**src/rtl/spi_flash_responder_pkg.sv**
```systemverilog
// rtl/spi_flash_responder_pkg.sv - shared states, opcode and byte helpers for the SPI flash responder
package spi_flash_responder_pkg;

  typedef enum logic [2:0] {
    FR_IDLE,
    FR_CMD,
    FR_ADDR,
    FR_DATA,
    FR_IGNORE
  } fr_state_e;

  localparam logic [7:0] FR_READ_CMD  = 8'h03;
  localparam bit         FR_MSB_FIRST = 1'b1;
  localparam int         FR_CMD_BITS  = 8;
  localparam int         FR_ADDR_BITS = 24;

  // Little-endian byte lane select within a memory word.
  function automatic logic [7:0] fr_word_byte(input logic [31:0] word, input logic [1:0] idx);
    return word[8*idx +: 8];
  endfunction

  // Returns {bit to drive, remaining byte} for one serial shift step.
  function automatic logic [8:0] fr_shift_out(input logic [7:0] b);
    if (FR_MSB_FIRST) begin
      return {b[7], b[6:0], 1'b0};
    end
    return {b[0], 1'b0, b[7:1]};
  endfunction

endpackage

```
**src/rtl/spi_flash_responder_pin_sync.sv**
```systemverilog
// rtl/spi_flash_responder_pin_sync.sv - SPI pin synchronizers with spi_clk rise/fall pulses
module spi_pin_sync #(
  parameter int SYNC_STAGES = 2
) (
  input  logic clk,
  input  logic reset,
  input  logic spi_clk_i,
  input  logic spi_cs_i,
  input  logic spi_mosi_i,
  output logic cs_n_o,
  output logic mosi_o,
  output logic sclk_rise_o,
  output logic sclk_fall_o
);

  logic [SYNC_STAGES-1:0] clk_sync_q;
  logic [SYNC_STAGES-1:0] cs_sync_q;
  logic [SYNC_STAGES-1:0] mosi_sync_q;
  logic                   sclk_prev_q;
  logic                   sclk_s;

  assign sclk_s = clk_sync_q[SYNC_STAGES-1];

  // Chip-select resets to its released level so the responder starts deselected.
  always_ff @(posedge clk) begin
    if (reset) begin
      clk_sync_q  <= '0;
      cs_sync_q   <= '1;
      mosi_sync_q <= '0;
      sclk_prev_q <= 1'b0;
    end else begin
      clk_sync_q  <= (clk_sync_q << 1) | SYNC_STAGES'(spi_clk_i);
      cs_sync_q   <= (cs_sync_q << 1) | SYNC_STAGES'(spi_cs_i);
      mosi_sync_q <= (mosi_sync_q << 1) | SYNC_STAGES'(spi_mosi_i);
      sclk_prev_q <= sclk_s;
    end
  end

  assign cs_n_o      = cs_sync_q[SYNC_STAGES-1];
  assign mosi_o      = mosi_sync_q[SYNC_STAGES-1];
  assign sclk_rise_o = sclk_s & ~sclk_prev_q;
  assign sclk_fall_o = ~sclk_s & sclk_prev_q;

endmodule

```
**src/rtl/spi_flash_responder.sv**
```systemverilog
// rtl/spi_flash_responder.sv - read-only SPI flash responder streaming bytes from word memory
module spi_flash_responder
  import spi_flash_responder_pkg::*;
#(
  parameter int         ADDR_W      = 24,
  parameter int         SYNC_STAGES = 2,
  parameter logic [7:0] READ_CMD    = FR_READ_CMD
) (
  input  logic              clk,
  input  logic              reset,
  input  logic              spi_clk,
  input  logic              spi_cs,
  input  logic              spi_mosi,
  output logic              spi_miso,
  output logic              mem_ren,
  output logic [ADDR_W-3:0] mem_addr,
  input  logic [31:0]       mem_rdata,
  output logic              busy,
  output logic              cmd_err
);

  localparam int WA = ADDR_W - 2;

  fr_state_e         state_q, state_d;
  logic [4:0]        bit_cnt_q, bit_cnt_d;
  logic [23:0]       shift_q, shift_d;
  logic [ADDR_W-1:0] addr_q, addr_d;
  logic [31:0]       word_q, word_d;
  logic [7:0]        byte_q, byte_d;
  logic              miso_q, miso_d;
  logic              ren_q, ren_d;
  logic [WA-1:0]     maddr_q, maddr_d;
  logic              err_q, err_d;
  logic              first_q, first_d;
  logic              rvalid_q;

  logic              cs_n_s, mosi_s, sclk_rise, sclk_fall;
  logic [23:0]       shift_in;
  logic [ADDR_W-1:0] addr_next;
  logic [8:0]        shout;

  spi_pin_sync #(
    .SYNC_STAGES(SYNC_STAGES)
  ) u_pin_sync (
    .clk        (clk),
    .reset      (reset),
    .spi_clk_i  (spi_clk),
    .spi_cs_i   (spi_cs),
    .spi_mosi_i (spi_mosi),
    .cs_n_o     (cs_n_s),
    .mosi_o     (mosi_s),
    .sclk_rise_o(sclk_rise),
    .sclk_fall_o(sclk_fall)
  );

  always_comb begin
    state_d   = state_q;
    bit_cnt_d = bit_cnt_q;
    shift_d   = shift_q;
    addr_d    = addr_q;
    word_d    = word_q;
    byte_d    = byte_q;
    miso_d    = miso_q;
    ren_d     = 1'b0;
    maddr_d   = maddr_q;
    err_d     = 1'b0;
    first_d   = first_q;
    shift_in  = {shift_q[22:0], mosi_s};
    addr_next = addr_q + ADDR_W'(1);
    shout     = fr_shift_out(byte_q);

    // CS release wins over everything: partial bytes and late read data are dropped.
    if (state_q != FR_IDLE && cs_n_s) begin
      state_d = FR_IDLE;
    end else begin
      unique case (state_q)
        FR_IDLE: begin
          if (!cs_n_s) begin
            state_d   = FR_CMD;
            bit_cnt_d = '0;
            shift_d   = '0;
          end
        end
        FR_CMD: begin
          if (sclk_rise) begin
            shift_d   = shift_in;
            bit_cnt_d = bit_cnt_q + 5'd1;
            if (bit_cnt_q == 5'(FR_CMD_BITS - 1)) begin
              bit_cnt_d = '0;
              if (shift_in[7:0] == READ_CMD) begin
                state_d = FR_ADDR;
              end else begin
                err_d   = 1'b1;
                state_d = FR_IGNORE;
              end
            end
          end
        end
        FR_ADDR: begin
          if (sclk_rise) begin
            shift_d   = shift_in;
            bit_cnt_d = bit_cnt_q + 5'd1;
            if (bit_cnt_q == 5'(FR_ADDR_BITS - 1)) begin
              bit_cnt_d = '0;
              addr_d    = shift_in[ADDR_W-1:0];
              ren_d     = 1'b1;
              maddr_d   = shift_in[ADDR_W-1:2];
              first_d   = 1'b1;
              state_d   = FR_DATA;
            end
          end
        end
        FR_DATA: begin
          // The first returned word also seeds the shift byte; later ones only refill the buffer.
          if (rvalid_q) begin
            word_d = mem_rdata;
            if (first_q) begin
              first_d = 1'b0;
              byte_d  = fr_word_byte(mem_rdata, addr_q[1:0]);
              if (addr_q[1:0] == 2'd3) begin
                ren_d   = 1'b1;
                maddr_d = addr_q[ADDR_W-1:2] + WA'(1);
              end
            end
          end
          if (sclk_fall) begin
            miso_d    = shout[8];
            byte_d    = shout[7:0];
            bit_cnt_d = bit_cnt_q + 5'd1;
            if (bit_cnt_q == 5'd7) begin
              bit_cnt_d = '0;
              addr_d    = addr_next;
              byte_d    = fr_word_byte(word_q, addr_next[1:0]);
              if (addr_next[1:0] == 2'd3) begin
                ren_d   = 1'b1;
                maddr_d = addr_next[ADDR_W-1:2] + WA'(1);
              end
            end
          end
        end
        FR_IGNORE: begin
          state_d = FR_IGNORE;
        end
        default: begin
          state_d = FR_IDLE;
        end
      endcase
    end

    if (state_d != FR_DATA) begin
      miso_d = 1'b0;
    end
  end

  always_ff @(posedge clk) begin
    if (reset) begin
      state_q   <= FR_IDLE;
      bit_cnt_q <= '0;
      shift_q   <= '0;
      addr_q    <= '0;
      word_q    <= '0;
      byte_q    <= '0;
      miso_q    <= 1'b0;
      ren_q     <= 1'b0;
      maddr_q   <= '0;
      err_q     <= 1'b0;
      first_q   <= 1'b0;
      rvalid_q  <= 1'b0;
    end else begin
      state_q   <= state_d;
      bit_cnt_q <= bit_cnt_d;
      shift_q   <= shift_d;
      addr_q    <= addr_d;
      word_q    <= word_d;
      byte_q    <= byte_d;
      miso_q    <= miso_d;
      ren_q     <= ren_d;
      maddr_q   <= maddr_d;
      err_q     <= err_d;
      first_q   <= first_d;
      rvalid_q  <= ren_q;
    end
  end

  assign spi_miso = miso_q;
  assign mem_ren  = ren_q;
  assign mem_addr = maddr_q;
  assign busy     = ~cs_n_s;
  assign cmd_err  = err_q;

endmodule

```
**config.mk**
```make
export PLATFORM = sky130hd
export DESIGN_NAME = spi_flash_responder
export DESIGN_NICKNAME = d
export VERILOG_FILES = /design/src/rtl/spi_flash_responder_pkg.sv /design/src/rtl/spi_flash_responder_pin_sync.sv /design/src/rtl/spi_flash_responder.sv
export SDC_FILE = /design/constraint.sdc
export NUM_CORES = 1
export LEC_CHECK = 0
export ABC_AREA = 1
export BUFFER_PORTS_ARGS = -buffer_cell sky130_fd_sc_hd__buf_2
export CORE_MARGIN = 2
export CORE_UTILIZATION = 50
export CTS_CLUSTER_DIAMETER = 30
export DETAILED_ROUTE_END_ITERATION = 10
export PLACE_DENSITY_LB_ADDON = 0.2
export SYNTH_ARGS = -nofsm -noshare
export SYNTH_HDL_FRONTEND = slang
export SYNTH_SLANG_ARGS = --single-unit
export TNS_END_PERCENT = 1
```
**constraint.sdc**
```tcl
create_clock -name clk -period 4.41 [get_ports clk]
set_clock_uncertainty 0.1 [all_clocks]
set_input_delay 0.2205 -clock clk [delete_from_list [all_inputs] [get_ports clk]]
set_output_delay 0.2205 -clock clk [all_outputs]
set_load 0.05 [all_outputs]
```
# Word level (Yosys, flattened, before mapping)
# Index checks and enable logic that the tools add are counted.
# word_totals
regBits	129
input_bits	37
elab_cells	122
# classes
add_sub_neg	4
eq_ne	18
shift	2
muxes	50
bitwise	12
reduce_logical	20
# op_table
cell	count
$mux W22	8
$mux W24	4
$shiftx A32 B6 Y8	2
$pmux W24 S2	1
$mux W23	2
$pmux W23 S2	1
$add A22 B1 Y22 const B	2
$pmux W22 S2	1
$mux W8	4
$mux W5	6
$add A24 B1 Y24 const B	1
$mux W3	7
$pmux W5 S4	1
$pmux W3 S5	1
$ne A2 B2 Y1 const B	7
$mux W1	12
$reduce_and A4 Y1	3
$reduce_and A6 Y1	2
$eq A8 B2 Y1 const B	1
$reduce_bool A2 Y1	4
$not A1 Y1	7
$eq A3 B2 Y1 const B	2
$or A2 B1 Y2	3
$reduce_and A3 Y1	2
other kinds (17)	22

# Longest topological paths before layout
# depth
depth_word	8
depth_mapped	19
depth_no_buf	18

# Modules after synthesis
# Synthesis repeated with hierarchy kept, for this count alone.
# hier_totals
hier_cells	1183
area_unflattened_um2	7785.0
# by_module_without_submodules
module	n_inst	cells_each	area_per_inst_um2
spi_flash_responder	1	1158	7577.3
spi_pin_sync	1	25	207.7

# Worst setup path after synthesis
# No wires, ideal clock.
# synth_timing
path_kind	flip-flop to flip-flop
start	register addr_q[1]
end	register maddr_q[20], in the netlist mem_addr[20]
setup_time_ps	122
t_arrival_ps	2093
setup_slack_ps	2095
stages_incl_launch_ff	16
period_less_slack_ps	2315
cell_sequence	dfxtp_1 ha_1 buf_4 xor2_1 ha_1 inv_1 nor2_1 nand3_2 nor2_4 nand3_4 nor2_2 nand2_1 nand2_1 nand3_1 nand2_1 a21oi_2
# synth_via
elab_chain_len	8
word_cells_on_any_way	11
cone_classes	add/sub: 2; eq/ne: 2; mux: 7
# synth_lines
element	line	source
start: declaration	spi_flash_responder.sv:27	logic [ADDR_W-1:0] addr_q, addr_d;
start signal: assignment	spi_flash_responder.sv:173	addr_q <= addr_d;
branches (longest 6 deep; another with $add A24 B1 Y24)	n/a	
$mux W22 (*)	spi_flash_responder.sv:126	if (sclk_fall) begin
$pmux W22 S2 (*)	spi_flash_responder.sv:76	unique case (state_q)
end signal: assignment	spi_flash_responder.sv:178	maddr_q <= maddr_d;
end: declaration	spi_flash_responder.sv:32	logic [WA-1:0] maddr_q, maddr_d;
# Every way passes the cells marked *.
# A chain may end at the register's enable or synchronous reset.

# Worst setup path after layout
# layout_timing
start	register bit_cnt_q[0]
end	register maddr_q[8], in the netlist mem_addr[8]
# layout_via
elab_chain_len	4
word_cells_on_any_way	7
cone_classes	eq/ne: 3; mux: 3; reduce/logical: 1
# layout_lines
element	line	source
start: declaration	spi_flash_responder.sv:25	logic [4:0] bit_cnt_q, bit_cnt_d;
start signal: assignment	spi_flash_responder.sv:171	bit_cnt_q <= bit_cnt_d;
$eq A5 B3 Y1	spi_flash_responder.sv:130	if (bit_cnt_q == 5'd7) begin
$mux W22	spi_flash_responder.sv:130	
$mux W22	spi_flash_responder.sv:126	
$pmux W22 S2	spi_flash_responder.sv:76	
# Several ways; a longest one is shown, not always the timed one.

==> results.toml <==
[synth]
synth_top_area_share_pct = 33.7
yosys.area_share.adder_pct = 0.816
synth_simple_gate_area_share_pct = 29.3
synth_cell_type_count = 49
synth-edff-count = 0
synthTopCellsByArea = "dfxtp_1, nand2_1, o21ai_0, nor2_1, inv_1"
synth_top_cell_by_area = "dfxtp_1"
synth.avg_cell_area_um2 = 6.51
yosys-mux-area-fraction_pct = 0.131
ys_seq_elements = 129
synthArstFlopShare_pct = 0
synth_compound_area_share_pct = 24.7
yosysWarnings = 0
synth_top_family_by_area = "simple AND/OR/NAND/NOR gates"
netlist_area_um2 = 7670
synth_nets = 1220
synth_cells = 1178
synthXorXnorAreaFrac_pct = 1.70
synth_sequential_area_ratio_pct = 33.7
synthFlopType = "dfxtp_1"
yosysMostFrequentCell = "nand2_1"
synth_common_cells = "nand2_1, nor2_1, o21ai_0"

[timing]
setup_ws_ps = 1140
max_freq_mhz = 306
tns_ps = 0
period_needed_ps = 3270
setup_violations = 0
max_slew.worst_pin.slew_ps = 941
grt_setup_unrepaired = "false"
finalHoldViolCount = 0
max_slew_margin_pct = 37.2
drv_slew = 0
finalCritPeriodShare_pct = 74.1

[die]
start_util_pct = 50.8
dieArea_um2 = 16300
core_area_um2 = 15100
die_h_um = 128
num_rows = 45
die_w_um = 128
ioPinCount = 63

[cells_and_area]
num_antenna_cells = 0
nets = 1288
fill_cells = 1443
fin_util_pct = 59.3
final_cell_area_um2 = 8940
syn_to_final_growth_pct = 16.6
final_layout_size_suffix_gt1_share_pct = 13.3
final_cells = 1447

[global_route]
grt_pass1_wl_um = 38400
grt_overflow = 0
antenna_found_initial = 0
grt_max_degree = 47
grt_util_all_layers_pct = 29.4
grt_pass1_vias = 7520

[routing]
drt_first_iter_violations = 773
viasPerCell = 5.64
wl_um = 23300
postRouteAntennaNets = 0
wl_per_cell_um = 16.1
vias = 8167
drc_errors = 0
drt_first_pass_iters = 6

[critical_path]
path_max_fanout = 26
r2r_end = "mem_addr[8]"
slowest_delay_ps = 770
cp-start-kind = "register"
rrSetupSlack_ps = 1140
cp_cell_sequence = "ha_1, nand2_1, nor3_4, inv_2, nor2_1, nand2_2, inv_1, o21ai_0, o21ai_0, a31oi_1"
cp-end-kind = "register"
cp.required_ps = 4610
ff2ff_path_depth = 10
r2r_start = "bit_cnt_q[0]"
cp_slowest_cell = "inv_1"
path_common_cell = "o21ai_0"
arrival_ps = 3470
critPathLaunch = "bit_cnt_q[0]"
path_class = "reg -> reg"
cp-endpoint = "mem_addr[8]"

[clock_network]
clk_latency_ps = 430
cts_buffer_depth = 2
post_cts_buffers = 0
cts_buffers = 17
ctsHoldBuffers = 34
cts_tree = "built"
cts_root_buf = "clkbuf_16"
cts-resized-gates = 0
htreeDepth = 4
clock-sinks = 129
clkTransAtPathRegs_ps = 60

[placed_design]
dp_hpwl_um = 15800
place_inst = 1381
gp_congestion = 0.948
placed_area_um2 = 8040
pre_cts_ws_ps = 1200
io_buffer_count = 62

[pwr]
power_density_nw_per_um2 = 298
vdd_drop_max_mv = 0.294
power_leakage_nw = 3.69

[worst_hold_path]
hp-start = "mem_rdata[23]"
holdCritPathClass = "in -> reg"

[flow_run]
drv_cap = 0

[run_status]
status = "completed"
-- logic make-up after synthesis --
logic type                 count (synthesis)
and+or+nand+nor                          511
AOI/OAI and AO/OA                        331
buffers and inverters                    187
DFF                                      129
xor gates and xnor gates                  14
adders and majority gates                  5
muxes                                      1
-- metrics by stage --
stage / power, mW / hold WS, ps
CTS: 2.68 / 13.5
floorplan: 1.27 / 224
detailed placement: 1.31 / 294
finish: 2.67 / 13.2
global placement: 1.31 / 290
global route: 2.75 / 41.5
-- metal layers --
metal	share of wire (%)	routed length, um	global-route usage [%]
met1	45	10500	39.2
met2	47	10900	48.0
met3	6.2	1450	5.97
met4	2.1	479	9.37
met5	0	0	0.619
-- report_power, final --
part / leakage (nW) / internal [mW] / switching [mW]
registers: 1.04 / 1.18 / 0.0112
logic: 2.38 / 0.0539 / 0.0685
clock network: 0.266 / 0.752 / 0.601
total: 3.69 / 1.99 / 0.681
-- sequential cells by signal (all words and copies together) (netlist names), 2 cells and up --
| register | count |
|---|---|
| state_q | 3 |
| bit_cnt_q | 5 |
| addr_q | 24 |
| shift_q | 23 |
| word_q | 32 |
| u_pin_sync.mosi_sync_q | 2 |
| u_pin_sync.cs_sync_q | 2 |
| mem_addr | 22 |
| u_pin_sync.clk_sync_q | 2 |
| byte_q | 8 |
-- worst max-delay path: cells and delay by family (launching register included) --
kind / cells / cell delay (ps)
simple gates: 4 / 1070
buf+inv: 2 / 920
compound gates: 3 / 470
flops: 1 / 360
fa+ha+maj: 1 / 200
-- how the worst min path moves through the flow --
stage | slack [ps] | end | depth (start not counted)
2_1_floorplan | 220 | u_pin_sync.cs_sync_q[0] | 1
3_3_place_gp | 290 | u_pin_sync.clk_sync_q[1] | 2
3_5_place_dp | 290 | u_pin_sync.mosi_sync_q[1] | 2
4_1_cts | 10 | word_q[23] | 3
5_1_grt | 40 | word_q[23] | 3
6_report | 10 | word_q[23] | 3
-- final cells by class --
type                    instances  area, um2  share of cell area (%)
multi-input cells             862       4340                    48.6
well taps                     188        235                    2.63
inverters                     128        482                    5.39
clock buffers                  18        439                    4.91
clock inverters                14        121                    1.36
flip-flops and latches        129       2580                    28.9
repair buffers                108        741                    8.28
-- cell usage in the layout, fill, tap and decap left out, drive strengths merged --
master,count
or2,5
a21oi,89
nor2,183
a221o,1
xor2,13
a211oi,28
o32ai,6
o21bai,4
nor4,1
nand3b,2
o21ai,138
clkbuf,18
ha,5
a31oi,41
nand3,73
a41oi,1
xnor2,1
buf,74
and2,1
clkinv,5
o31ai,2
dlygate4sd3,34
nor3,8
a221oi,4
o22ai,4
nand2,231
inv,133
clkinvlp,4
nand4,7
a311oi,1
dfxtp,129
o211ai,12
mux2i,1
No activity file was read; power rests on OpenSTA's default activity.
